<file path="config.mk">
export PLATFORM = sky130hd
export DESIGN_NAME = global_avg_pool_64ch_8x8
export DESIGN_NICKNAME = d
export VERILOG_FILES = /design/src/rtl/global_avg_pool_64ch_8x8.sv
export SDC_FILE = /design/constraint.sdc
export NUM_CORES = 1
export LEC_CHECK = 0
export CAP_MARGIN = 40
export CELL_PAD_IN_SITES_DETAIL_PLACEMENT = 0
export CELL_PAD_IN_SITES_GLOBAL_PLACEMENT = 1
export CORE_MARGIN = 1
export CORE_UTILIZATION = 40
export DETAILED_ROUTE_END_ITERATION = 7
export DONT_BUFFER_PORTS = 1
export HOLD_SLACK_MARGIN = 0.12
export PLACE_DENSITY = 0.61
export RECOVER_POWER = 50
export SYNTH_ARGS = -nofsm -noshare
export SYNTH_HDL_FRONTEND = slang
export SYNTH_SLANG_ARGS = --single-unit
</file>
<file path="constraint.sdc">
create_clock -name clk -period 7.1 [get_ports clk]
set_input_delay 1.42 -clock clk [delete_from_list [all_inputs] [get_ports clk]]
set_output_delay 1.42 -clock clk [all_outputs]
set_load 0.02 [all_outputs]
</file>
<file path="src/rtl/global_avg_pool_64ch_8x8.sv">
// Global average pool: reads CH x HW 4-bit upstream maps and stores one rounded 4-bit mean per channel.
// Latency: done pulses CH*HW + RD_LAT + 1 cycles after up_done is sampled; read_data lags read_addr by one cycle.
// Backpressure: none; upstream is read at one address per cycle and start is ignored while busy.
module global_avg_pool_64ch_8x8 #(
    parameter int CH     = 64,
    parameter int HW     = 64,
    parameter int RD_LAT = 1
) (
    input  logic        clk,
    input  logic        resetn,
    input  logic        start,
    output logic        busy,
    output logic        done,
    input  logic [31:0] read_addr,
    output logic [3:0]  read_data,
    output logic        up_start,
    input  logic        up_done,
    output logic [31:0] up_read_addr,
    input  logic [3:0]  up_read_data
);

    localparam int CH_W  = $clog2(CH);
    localparam int PIX_W = $clog2(HW);
    localparam int ACC_W = 4 + PIX_W;
    localparam int N_EL  = CH * HW;

    localparam logic [31:0]      LAST_ADDR = 32'(N_EL - 1);
    localparam logic [PIX_W-1:0] LAST_PIX  = PIX_W'(HW - 1);
    localparam logic [CH_W-1:0]  LAST_CH   = CH_W'(CH - 1);
    localparam logic [ACC_W:0]   ROUND     = (ACC_W + 1)'(HW / 2);

    typedef enum logic [2:0] {
        IDLE,
        UP_START,
        UP_WAIT,
        ACCUM,
        DONE
    } state_t;

    state_t state;
    state_t state_nxt;

    logic [1:0]        rst_sync;
    logic              start_ok;
    logic              e0;
    logic              issue_vld;
    logic [RD_LAT-1:0] vld_sr;
    logic              acc_take;
    logic [ACC_W-1:0]  acc;
    logic [ACC_W-1:0]  acc_sum;
    logic [ACC_W:0]    acc_rnd;
    logic [3:0]        avg;
    logic [PIX_W-1:0]  pix_cnt;
    logic [CH_W-1:0]   ch_cnt;
    logic              acc_fin;
    logic [3:0]        result [CH];

    // Reset release is shifted through two flops; start is only honoured once both are set.
    always_ff @(posedge clk or negedge resetn) begin
        if (!resetn) begin
            rst_sync <= 2'b00;
        end else begin
            rst_sync <= {rst_sync[0], 1'b1};
        end
    end

    assign start_ok = rst_sync[1];

    // State register.
    always_ff @(posedge clk or negedge resetn) begin
        if (!resetn) begin
            state <= IDLE;
        end else begin
            state <= state_nxt;
        end
    end

    // Next-state and status outputs.
    always_comb begin
        state_nxt = state;
        busy      = 1'b1;
        done      = 1'b0;
        up_start  = 1'b0;
        case (state)
            IDLE: begin
                busy = 1'b0;
                if (start && start_ok) begin
                    state_nxt = UP_START;
                end
            end
            UP_START: begin
                up_start  = 1'b1;
                state_nxt = UP_WAIT;
            end
            UP_WAIT: begin
                if (up_done) begin
                    state_nxt = ACCUM;
                end
            end
            ACCUM: begin
                if (acc_fin) begin
                    state_nxt = DONE;
                end
            end
            DONE: begin
                done      = 1'b1;
                state_nxt = IDLE;
            end
            default: begin
                busy      = 1'b0;
                state_nxt = IDLE;
            end
        endcase
    end

    // The edge where up_done is seen in UP_WAIT starts the read sweep.
    assign e0 = (state == UP_WAIT) && up_done;

    // Address generator: one address per cycle, holds the last address once the sweep ends.
    always_ff @(posedge clk or negedge resetn) begin
        if (!resetn) begin
            up_read_addr <= 32'd0;
            issue_vld    <= 1'b0;
        end else if (e0) begin
            up_read_addr <= 32'd0;
            issue_vld    <= 1'b1;
        end else if ((state == ACCUM) && issue_vld) begin
            if (up_read_addr == LAST_ADDR) begin
                issue_vld <= 1'b0;
            end else begin
                up_read_addr <= up_read_addr + 32'd1;
            end
        end
    end

    // Valid pipeline matching the upstream read latency.
    always_ff @(posedge clk or negedge resetn) begin
        if (!resetn) begin
            vld_sr <= '0;
        end else if (e0) begin
            vld_sr <= '0;
        end else begin
            vld_sr[0] <= issue_vld;
            for (int i = 1; i < RD_LAT; i++) begin
                vld_sr[i] <= vld_sr[i-1];
            end
        end
    end

    assign acc_take = vld_sr[RD_LAT-1] && (state == ACCUM);
    assign acc_sum  = acc + ACC_W'(up_read_data);
    assign acc_rnd  = {1'b0, acc_sum} + ROUND;
    // Max sum 15*HW plus HW/2 still rounds to at most 15, so no saturation.
    assign avg      = 4'(acc_rnd >> PIX_W);

    // Per-channel accumulation; the last pixel writes the rounded mean and restarts the sum.
    always_ff @(posedge clk or negedge resetn) begin
        if (!resetn) begin
            acc     <= '0;
            pix_cnt <= '0;
            ch_cnt  <= '0;
            acc_fin <= 1'b0;
            for (int i = 0; i < CH; i++) begin
                result[i] <= 4'd0;
            end
        end else if (e0) begin
            acc     <= '0;
            pix_cnt <= '0;
            ch_cnt  <= '0;
            acc_fin <= 1'b0;
        end else if (acc_take) begin
            if (pix_cnt == LAST_PIX) begin
                result[ch_cnt] <= avg;
                acc            <= '0;
                pix_cnt        <= '0;
                ch_cnt         <= ch_cnt + CH_W'(1);
                if (ch_cnt == LAST_CH) begin
                    acc_fin <= 1'b1;
                end
            end else begin
                acc     <= acc_sum;
                pix_cnt <= pix_cnt + PIX_W'(1);
            end
        end
    end

    // Registered result read port; out-of-range indices read as zero.
    always_ff @(posedge clk or negedge resetn) begin
        if (!resetn) begin
            read_data <= 4'd0;
        end else if (read_addr < 32'(CH)) begin
            read_data <= result[read_addr[CH_W-1:0]];
        end else begin
            read_data <= 4'd0;
        end
    end

endmodule

</file>
# After elaboration in Yosys (flattened, before gate mapping)
# Index checks and enable logic that the tools add are counted.
# Widths: inputs -> output; s select.
dict set report word_totals {
  rom_bits 0
  mem_count 0
  out_inout_bits 39
  latchBits 0
  inputBits 40
  ramBits 0
  reg_bits 322
  wordCells 149
}
dict set report op_classes {
  mul 0
  shift 0
  div 0
  mux 34
  n_reduce_logical 18
  n_eq_ne 11
  addsub 5
  bitwise_logic 3
  order_cmp 4
}
# operator n
set ops {}
lappend ops {{$bwmux 256} 1}
lappend ops {{$mux 32} 3}
lappend ops {{$mux 6} 6}
lappend ops {{$add 32x1->32 const B} 1}
lappend ops {{$eq 32x12->1 const B} 1}
lappend ops {{$lt 32x7->1 const B} 1}
lappend ops {{$mux 10} 3}
lappend ops {{$bmux 4 s6} 1}
lappend ops {{$demux 4 s6} 1}
lappend ops {{$mux 4} 4}
lappend ops {{$ge 7x7->1 const B} 2}
lappend ops {{$not 6->7} 2}
lappend ops {{$add 6x1->6 const B} 2}
lappend ops {{$eq 6x6->1 const B} 2}
lappend ops {{$pmux 3 s4} 1}
lappend ops {{$mux 1} 11}
lappend ops {{$add 10x4->10} 1}
lappend ops {{$add 10x6->10 const B} 1}
lappend ops {{$reduce_bool 2->1} 5}
lappend ops {{$mux 3} 3}
lappend ops {{$reduce_and 3->1} 3}
lappend ops {{$ne 2x2->1 const B} 4}
lappend ops {{$lt 7x1->1 const B} 1}
lappend ops {{$eq 3x2->1 const B} 2}
lappend ops {{other kinds (7)} 13}

# Longest topological paths before layout
# Gate-level depths: netlist (run 1).
dict set report logic_depth {
  depth_word 6
  mapped_depth 10
  ltp_nobuf 8
}

# Least setup slack after synthesis (run 1)
# No wires, ideal clock.
dict set report synth_path {
  path_type {input -> register}
  startpoint {input port up_read_data[0]}
  endpoint {register result[101] in the netlist's numbering}
  path_buffers 2
  setup_ns 0.133
  slack_ns 3.348
  required_time_ns 6.967
  cell_stages 10
  arrival_time_ns 3.619
  cell_sequence {ha_1 > fa_1 > a211oi_2 > nor4b_1 > mux2_2 > a21oi_2 > xnor2_1 > clkbuf_1 > clkbuf_1 > o21ai_0}
}
dict set report synth_between {
  elab_chain_len 3
}
# element line_no
set synth_rtl {}
lappend synth_rtl {{from (decl)} 19} ;# input logic [3:0] up_read_data
lappend synth_rtl {{$add 10x4->10} 151} ;# assign acc_sum = acc + ACC_W'(up_read_data);
lappend synth_rtl {{$add 10x6->10} 152} ;# assign acc_rnd = {1'b0, acc_sum} + ROUND;
lappend synth_rtl {{$bwmux 256} 173} ;# result[ch_cnt] <= avg;
lappend synth_rtl {{to (signal, indexed assignment)} 173}
lappend synth_rtl {{to (decl)} 56} ;# logic [3:0] result [CH];
# Every way passes these cells.
# A chain may end at the register's enable or synchronous reset.

# Final worst setup path (run 1)
dict set report layout_path {
  startpoint {input port up_read_data[2]}
  endpoint {register result[210] in the netlist's numbering}
}
# The elaborated chain is that of the path after synthesis.

==> impl_metrics.sql, run 1 <==
INSERT INTO impl_metrics (metric_group, metric, value, unit) VALUES
('yosys', 'post_synth_num_cell_types', '70', ''),
('detailed_routing', 'drt_drc_violations_left', '0', ''),
('critical_path', 'worstPathBufferInverterCount', '0', ''),
('yosys', 'syn-instance-count', '1385', ''),
('yosys', 'postSynth.asyncResetShare', '100', '%'),
('yosys', 'synth_enable_flop_cells', '0', ''),
('critical_path', 'endpoint_kind', 'flip-flop', ''),
('die', 'rows', '71', ''),
('timing', 'final.period_utilization', '53.1', '%'),
('placed_design', 'globalplace.congestion', '0.761', ''),
('critical_path', 'slowest_delay', '0.71', 'ns'),
('timing', 'max_freq', '265', 'MHz'),
('grt', 'antenna_found_initial', '1', ''),
('timing', 'final_max_slew_viol_count', '43', ''),
('yosys', 'yosys_warnings', '0', ''),
('grt', 'grt_util_all_layers', '20.3', '%'),
('critical_path', 'crit_arrival', '4.24', 'ns'),
('die', 'coreArea', '37600', 'um^2'),
('cts', 'clock_sinks', '322', ''),
('cts', 'ctsHoldBuffers', '0', ''),
('die', 'io_pins', '79', ''),
('die', 'area_enclosed_by_the_die_boundary', '38800', 'um^2'),
('critical_path', 'timing.critical_path.cells', 'ha_1, o21ai_1, o21bai_1, nand2_1, o311ai_4, xor2_2, mux2_2', ''),
('detailed_routing', 'detail_route.wl_per_cell', '19.8', 'um'),
('power', 'power_density_cells', '269', 'nW/um^2'),
('grt', 'wire_length_of_the_first_global_routing_pass', '61.1', 'mm'),
('placed_design', 'dp_hpwl', '23.3', 'mm'),
('critical_path', 'critPathRequiredTime', '7.57', 'ns'),
('cts', 'h_tree_level_count', '2', ''),
('timing', 'fin_tns_setup', '0', 'ns'),
('timing', 'worst_pin_slew', '2.03', 'ns'),
('critical_path', 'timing.reg2reg.setup_slack', '3.81', 'ns'),
('yosys', 'synth-main-ff-cell', 'dfrtp_1', ''),
('timing', 'hold-worst-slack', '0.351', 'ns'),
('detailed_routing', 'antenna_left', '0', ''),
('grt', 'pin_count_of_the_biggest_net_entering_global_routing', '323', ''),
('detailed_routing', 'drtIter0Drc', '599', ''),
('run_status', 'failed_checks', 'max-capacitance violations, max-slew violations', ''),
('yosys', 'ys_ff_latch', '322', ''),
('power', 'vdd.ir_drop.worst', '0.205', 'mV'),
('cts', 'cts_tree', 'done', ''),
('critical_path', 'worst_path_dominant_cell_family', 'compound AO/OA/AOI/OAI gates', ''),
('placed_design', 'post_dp_cell_area', '15700', 'um^2'),
('cts', 'clkSlewWorstSetupHoldPaths', '0.05', 'ns'),
('power', 'total_power', '4.55', 'mW'),
('cts', 'ctsRootBufferMaster', 'clkbuf_16', ''),
('yosys', 'ys_seq_area_share', '53.0', '%'),
('timing', 'finalClockSkew', '0.0188', 'ns'),
('critical_path', 'ff2ff_path_depth', '7', ''),
('min_path', 'hp-class', 'flip-flop to flip-flop', ''),
('detailed_routing', 'viasPerCell', '5.39', ''),
('run_status', 'status', 'complete, but fails checks', ''),
('finish', 'fillCellCount', '3553', ''),
('yosys', 'synthesis.area_per_instance', '11.0', 'um^2'),
('grt', 'overflow', '0', ''),
('critical_path', 'critical_path.max_fanout', '15', ''),
('yosys', 'synth.net_count', '1433', ''),
('finish', 'postLayoutCellArea', '16900', 'um^2'),
('timing', 'rsz0062_at_grt', 'false', ''),
('die', 'die_w', '197', 'um'),
('timing', 'final.min_clock_period', '3.77', 'ns'),
('run', 'maxCapViolCount', '1', ''),
('cts', 'insertion_delay', '0.54', 'ns'),
('die', 'die_height', '197', 'um'),
('cts', 'max-clock-path-buffers', '3', ''),
('die', 'starting_density', '40.5', '%'),
('critical_path', 'crit_type', 'primary input to flip-flop', ''),
('power', 'leakagePower', '7.02', 'nW'),
('critical_path', 'crit_path_top_delay_cell', 'xor2_2', ''),
('detailed_routing', 'num_vias', '10200', ''),
('cts', 'numCtsBuffers', '38', '');
## power breakdown
group | leakage [nW] | total (mW) | internal, mW | switching, mW
Combinational | 3.13 | 0.605 | 0.196 | 0.409
Clock | 0.619 | 1.95 | 1.18 | 0.765
Sequential | 3.26 | 1.99 | 1.89 | 0.101
Total | 7.02 | 4.55 | 3.27 | 1.27
## state kept, by name, indices dropped and copies added, names as in the netlist
name	flops
state	3
pix_cnt	6
ch_cnt	6
result	256
acc_fin	1
rst_sync	2
up_read_addr	32
read_data	4
vld_sr	1
issue_vld	1
acc	10
## cell usage in the layout (no fill, tap or decap), types with 23 or more instances in the layout
cell type and count:
a21oi_1 29, o21ai_0 177, nor2_1 86, mux2_2 33, nor3_1 23, dfrtp_1 322, nand4_1 27, o21ai_1 57
xnor2_1 26, clkbuf_16 38, nand2_1 264, mux4_2 74
## worst reg2reg max path: stages (launching register included)
cell	delay, ns
dfrtp_1	0.39
ha_1	0.38
o21ai_1	0.10
o21bai_1	0.67
nand2_1	0.24
o311ai_4	0.44
xor2_2	0.71
mux2_2	0.31
## synthesized netlist by cell type (21+ instances only)
| cell | count | area, um^2 |
|---|---|---|
| clkbuf_1 | 46 | 173 |
| nand2_1 | 264 | 991 |
| o21ai_0 | 177 | 886 |
| a21oi_1 | 29 | 145 |
| nand4_1 | 27 | 169 |
| nor3_1 | 24 | 120 |
| mux2_2 | 33 | 372 |
| nand3_1 | 21 | 105 |
| nor2_1 | 86 | 323 |
| mux4_2 | 74 | 1670 |
| xnor2_1 | 29 | 254 |
| dfrtp_1 | 322 | 8060 |
| o21ai_1 | 57 | 285 |
## final cells by class
type / count / area [um^2] / share of cell area (%)
multi-input cells: 983 / 6840 / 40.5
repair buffers: 14 / 101 / 0.599
clock buffers: 57 / 1140 / 6.75
well taps: 511 / 639 / 3.78
flip-flops and latches: 322 / 8060 / 47.6
clock inverters: 8 / 109 / 0.644
inverters: 6 / 22.5 / 0.133
## logic make-up after synthesis
logic type / synth area share (%)
mux: 14.6
flops: 53.0
simple gates: 14.7
other cells: 0.0246
xor+xnor: 2.63
fa+ha+maj: 0.707
compound gates: 12.0
buf+inv: 2.35
## layer usage
metal / track usage (%) / vias up / wire (um)
met4: 5.11 / 0 / 683
li1: - / 4940 / -
met1: 29.1 / 5075 / 17900
met5: 0 / - / 0
met2: 32.0 / 181 / 17200
met3: 3.52 / 50 / 1730
## worst max path at each step
stage	from	end	slack, ns	cells after the start
3_3_place_gp	up_read_data[2]	result[222]	2.85	8
4_1_cts	up_read_data[2]	result[198]	3.32	7
3_5_place_dp	up_read_data[2]	result[210]	2.78	7
5_1_grt	up_read_data[3]	result[198]	3.11	7
6_report	up_read_data[2]	result[210]	3.33	7
2_1_floorplan	up_read_data[0]	result[101]	3.35	10
## metrics by stage
stage	utilization, %	setup slack (ns)	std cells
6_report	45.0	3.33	1901
5_1_grt	45.0	3.11	1901
4_1_cts	45.1	3.32	1901
3_5_place_dp	41.7	2.78	1836
3_3_place_gp	41.7	2.85	1833
2_1_floorplan	-	3.35	1385
Note: power is estimated with default switching activity, not from simulation.
==> run 2: changes to the inputs <==
Clock period 7.1 ns to 3.6 ns, I/O delays scaled along.
==> run 2 against run 1 <==
The flow finishes with violations (negative hold slack, max-capacitance violations, max-slew violations); die area unchanged; first-iteration DRC count up 15%; cell area up 0.88%; routed wire length up 1.5%; clock skew down 0.010 ns; register-to-register slack worse by 3.3 ns; sequential share of layout area down 0.42 points; sequential power up 98%; critical path depth unchanged; clock power up 100%; count of clock-buffer cells in the layout up 2; non-clock buffer count up 10; critical path type is now flip-flop to flip-flop; largest power group unchanged.
==> impl_metrics.sql, run 2 (synthesis results as in run 1) <==
INSERT INTO impl_metrics (metric_group, metric, value, unit) VALUES
('detailed_routing', 'detail_route.wl_per_cell', '19.9', 'um'),
('die', 'rows', '71', ''),
('finish', 'most_used_cells_in_the_layout_excluding_fill_and_tap_cells', 'dfrtp_1, nand2_1, o21ai_0', ''),
('critical_path', 'crit_type', 'flip-flop to flip-flop', ''),
('finish', 'reg_top3', 'result (256), up_read_addr (32), acc (10)', ''),
('timing', 'final.min_clock_period', '3.11', 'ns'),
('timing', 'setup_viol_count_final', '0', ''),
('timing', 'max_freq', '321', 'MHz'),
('finish', 'registers.top_by_ff_count', 'result', ''),
('finish', 'fillCellCount', '3590', ''),
('finish', 'multiInputGateArea', '6840', 'um^2'),
('critical_path', 'crit_arrival', '3.59', 'ns'),
('finish', 'ff_latch_area', '8060', 'um^2'),
('timing', 'hold-worst-slack', '-0.117', 'ns'),
('die', 'io_pins', '79', ''),
('cts', 'max-clock-path-buffers', '3', ''),
('detailed_routing', 'drtIter0Drc', '690', ''),
('timing', 'rsz0062_at_grt', 'false', ''),
('cts', 'clock_sinks', '322', ''),
('finish', 'finalNetCount', '1423', ''),
('timing', 'fin_tns_setup', '0', 'ns'),
('power', 'power_density_cells', '534', 'nW/um^2'),
('grt', 'grt_util_all_layers', '20.8', '%'),
('die', 'starting_density', '40.5', '%'),
('cts', 'h_tree_level_count', '2', ''),
('power', 'vdd.ir_drop.worst', '0.450', 'mV'),
('power', 'leakagePower', '7.10', 'nW'),
('finish', 'p_r_area_growth_vs_syn', '12.2', '%'),
('die', 'area_enclosed_by_the_die_boundary', '38800', 'um^2'),
('timing', 'finalHoldViolCount', '154', ''),
('detailed_routing', 'dr.pass1.iters', '5', ''),
('cts', 'numCtsBuffers', '38', ''),
('finish', 'largest_register_ffs', '256', ''),
('power', 'part_of_the_power_in_registers', '43.2', '%'),
('grt', 'antenna_found_initial', '0', ''),
('cts', 'ctsRootBufferMaster', 'clkbuf_16', ''),
('die', 'die_height', '197', 'um'),
('detailed_routing', 'viasPerCell', '5.41', ''),
('run_status', 'failed_checks', 'negative hold slack, max-capacitance violations, max-slew violations', ''),
('timing', 'finalClockSkew', '0.00859', 'ns'),
('die', 'die_w', '197', 'um'),
('grt', 'wire_length_of_the_first_global_routing_pass', '62.5', 'mm'),
('run_status', 'status', 'complete, but fails checks', ''),
('power', 'power_report.internal_total', '6.56', 'mW'),
('cts', 'cts_tree', 'done', ''),
('placed_design', 'globalplace.congestion', '0.792', ''),
('grt', 'grt_pass1_vias', '10600', ''),
('finish', 'most_common_cell_after_layout_fill_and_taps_aside', 'dfrtp_1', ''),
('detailed_routing', 'antenna_left', '0', ''),
('finish', 'final_layout_size_suffix_gt1_share', '16.1', '%'),
('timing', 'relSlewSlack', '-37.7', '%'),
('finish', 'antenna-diode-count', '0', ''),
('grt', 'pin_count_of_the_biggest_net_entering_global_routing', '323', ''),
('critical_path', 'critPathRequiredTime', '4.08', 'ns'),
('timing', 'worst_pin_slew', '2.07', 'ns'),
('power', 'combinationalPowerShare', '13.9', '%'),
('critical_path', 'critical_path.max_fanout', '15', ''),
('cts', 'clkSlewWorstSetupHoldPaths', '0.06', 'ns'),
('grt', 'overflow', '0', ''),
('timing', 'final_max_slew_viol_count', '43', ''),
('detailed_routing', 'num_vias', '10300', ''),
('cts', 'insertion_delay', '0.55', 'ns'),
('power', 'switching_power', '2.55', 'mW'),
('die', 'coreArea', '37600', 'um^2'),
('run', 'maxCapViolCount', '1', ''),
('power', 'power.share.clock', '42.9', '%'),
('placed_design', 'dp_hpwl', '24.1', 'mm'),
('placed_design', 'placedCellCount', '1846', ''),
('detailed_routing', 'drt_drc_violations_left', '0', ''),
('detailed_routing', 'totalWireLength', '38.1', 'mm'),
('critical_path', 'setup.worst_path.start_class', 'flip-flop', ''),
('timing', 'final.period_utilization', '86.5', '%'),
('finish', 'layoutNonFillerInstCount', '1912', ''),
('finish', 'postLayoutCoreUtil', '45.4', '%'),
('placed_design', 'port_buf_inserts', '0', ''),
('critical_path', 'endpoint_kind', 'flip-flop', ''),
('min_path', 'hp-class', 'primary input to async pin', ''),
('power', 'power.share.switching', '28.0', '%');
-- run 2: cell types whose count changed in the layout (fill, tap and decap cells not counted), sizes merged --
cell    previous run  this run
clkinv             4         5
clkbuf            59        60
buf               12        23
inv                8         6
-- run 2: path summary, 6_finish.rpt --
kind	cells after the start	slack (ns)	from	end
max	7	0.49	acc[2]	result[18]
min	0	-0.12	resetn	result[252]
max reg2reg	7	0.49	acc[2]	result[18]
min reg2reg	0	0.36	rst_sync[0]	rst_sync[1]
max in group asynchronous	0	3.02	resetn	result[140]
min in group clk	0	0.36	rst_sync[0]	rst_sync[1]
-- run 2: metal layers --
layer | GRT usage (%) | vias up | part of all wire [%]
met3 | 3.43 | 45 | 3.8
met1 | 29.7 | 5140 | 47
met2 | 33.0 | 182 | 47
li1 | - | 4974 | -
met5 | 0 | - | 0
met4 | 5.63 | 0 | 1.7
-- run 2: cell type report --
cell class	count	area share, %
flip-flops and latches	322	47.2
multi-input cells	983	40.1
clock buffers	59	6.88
well taps	511	3.75
repair buffers	24	1.42
clock inverters	7	0.499
inverters	6	0.132
-- run 2: what timing repair did --
| action | CTS | global route |
|---|---|---|
| resized for setup | 0 | 0 |
| endpoints found under the hold margin | 322 | 322 |
| setup buffers | 0 | 0 |
-- run 2: stage by stage --
step	setup slack (ns)	total power, mW	instance area (um^2)
finish	0.487	9.11	17100
global route	0.252	9.54	17100
CTS	0.473	9.26	17100
detailed placement	0.152	5.29	15800
global placement	0.184	5.27	15800
floorplan	0.548	4.86	15200
-- run 2: power by group through the flow --
| stage | Sequential [mW] | Clock (mW) | Combinational (mW) |
|---|---|---|---|
| finish | 3.94 | 3.91 | 1.27 |
| global route | 3.96 | 4.16 | 1.43 |
| CTS | 3.94 | 4.03 | 1.30 |
| detailed placement | 4.00 | 0 | 1.29 |
| global placement | 4.00 | 0 | 1.27 |
| floorplan | 3.92 | 0 | 0.935 |
-- run 2: worst max-delay path: stages, from the launching register on --
cell	delay (ns)
dfrtp_1	0.39
ha_1	0.38
o21ai_1	0.10
o21bai_1	0.58
nand2_1	0.22
o311ai_4	0.36
xor2_2	0.71
mux2_2	0.30
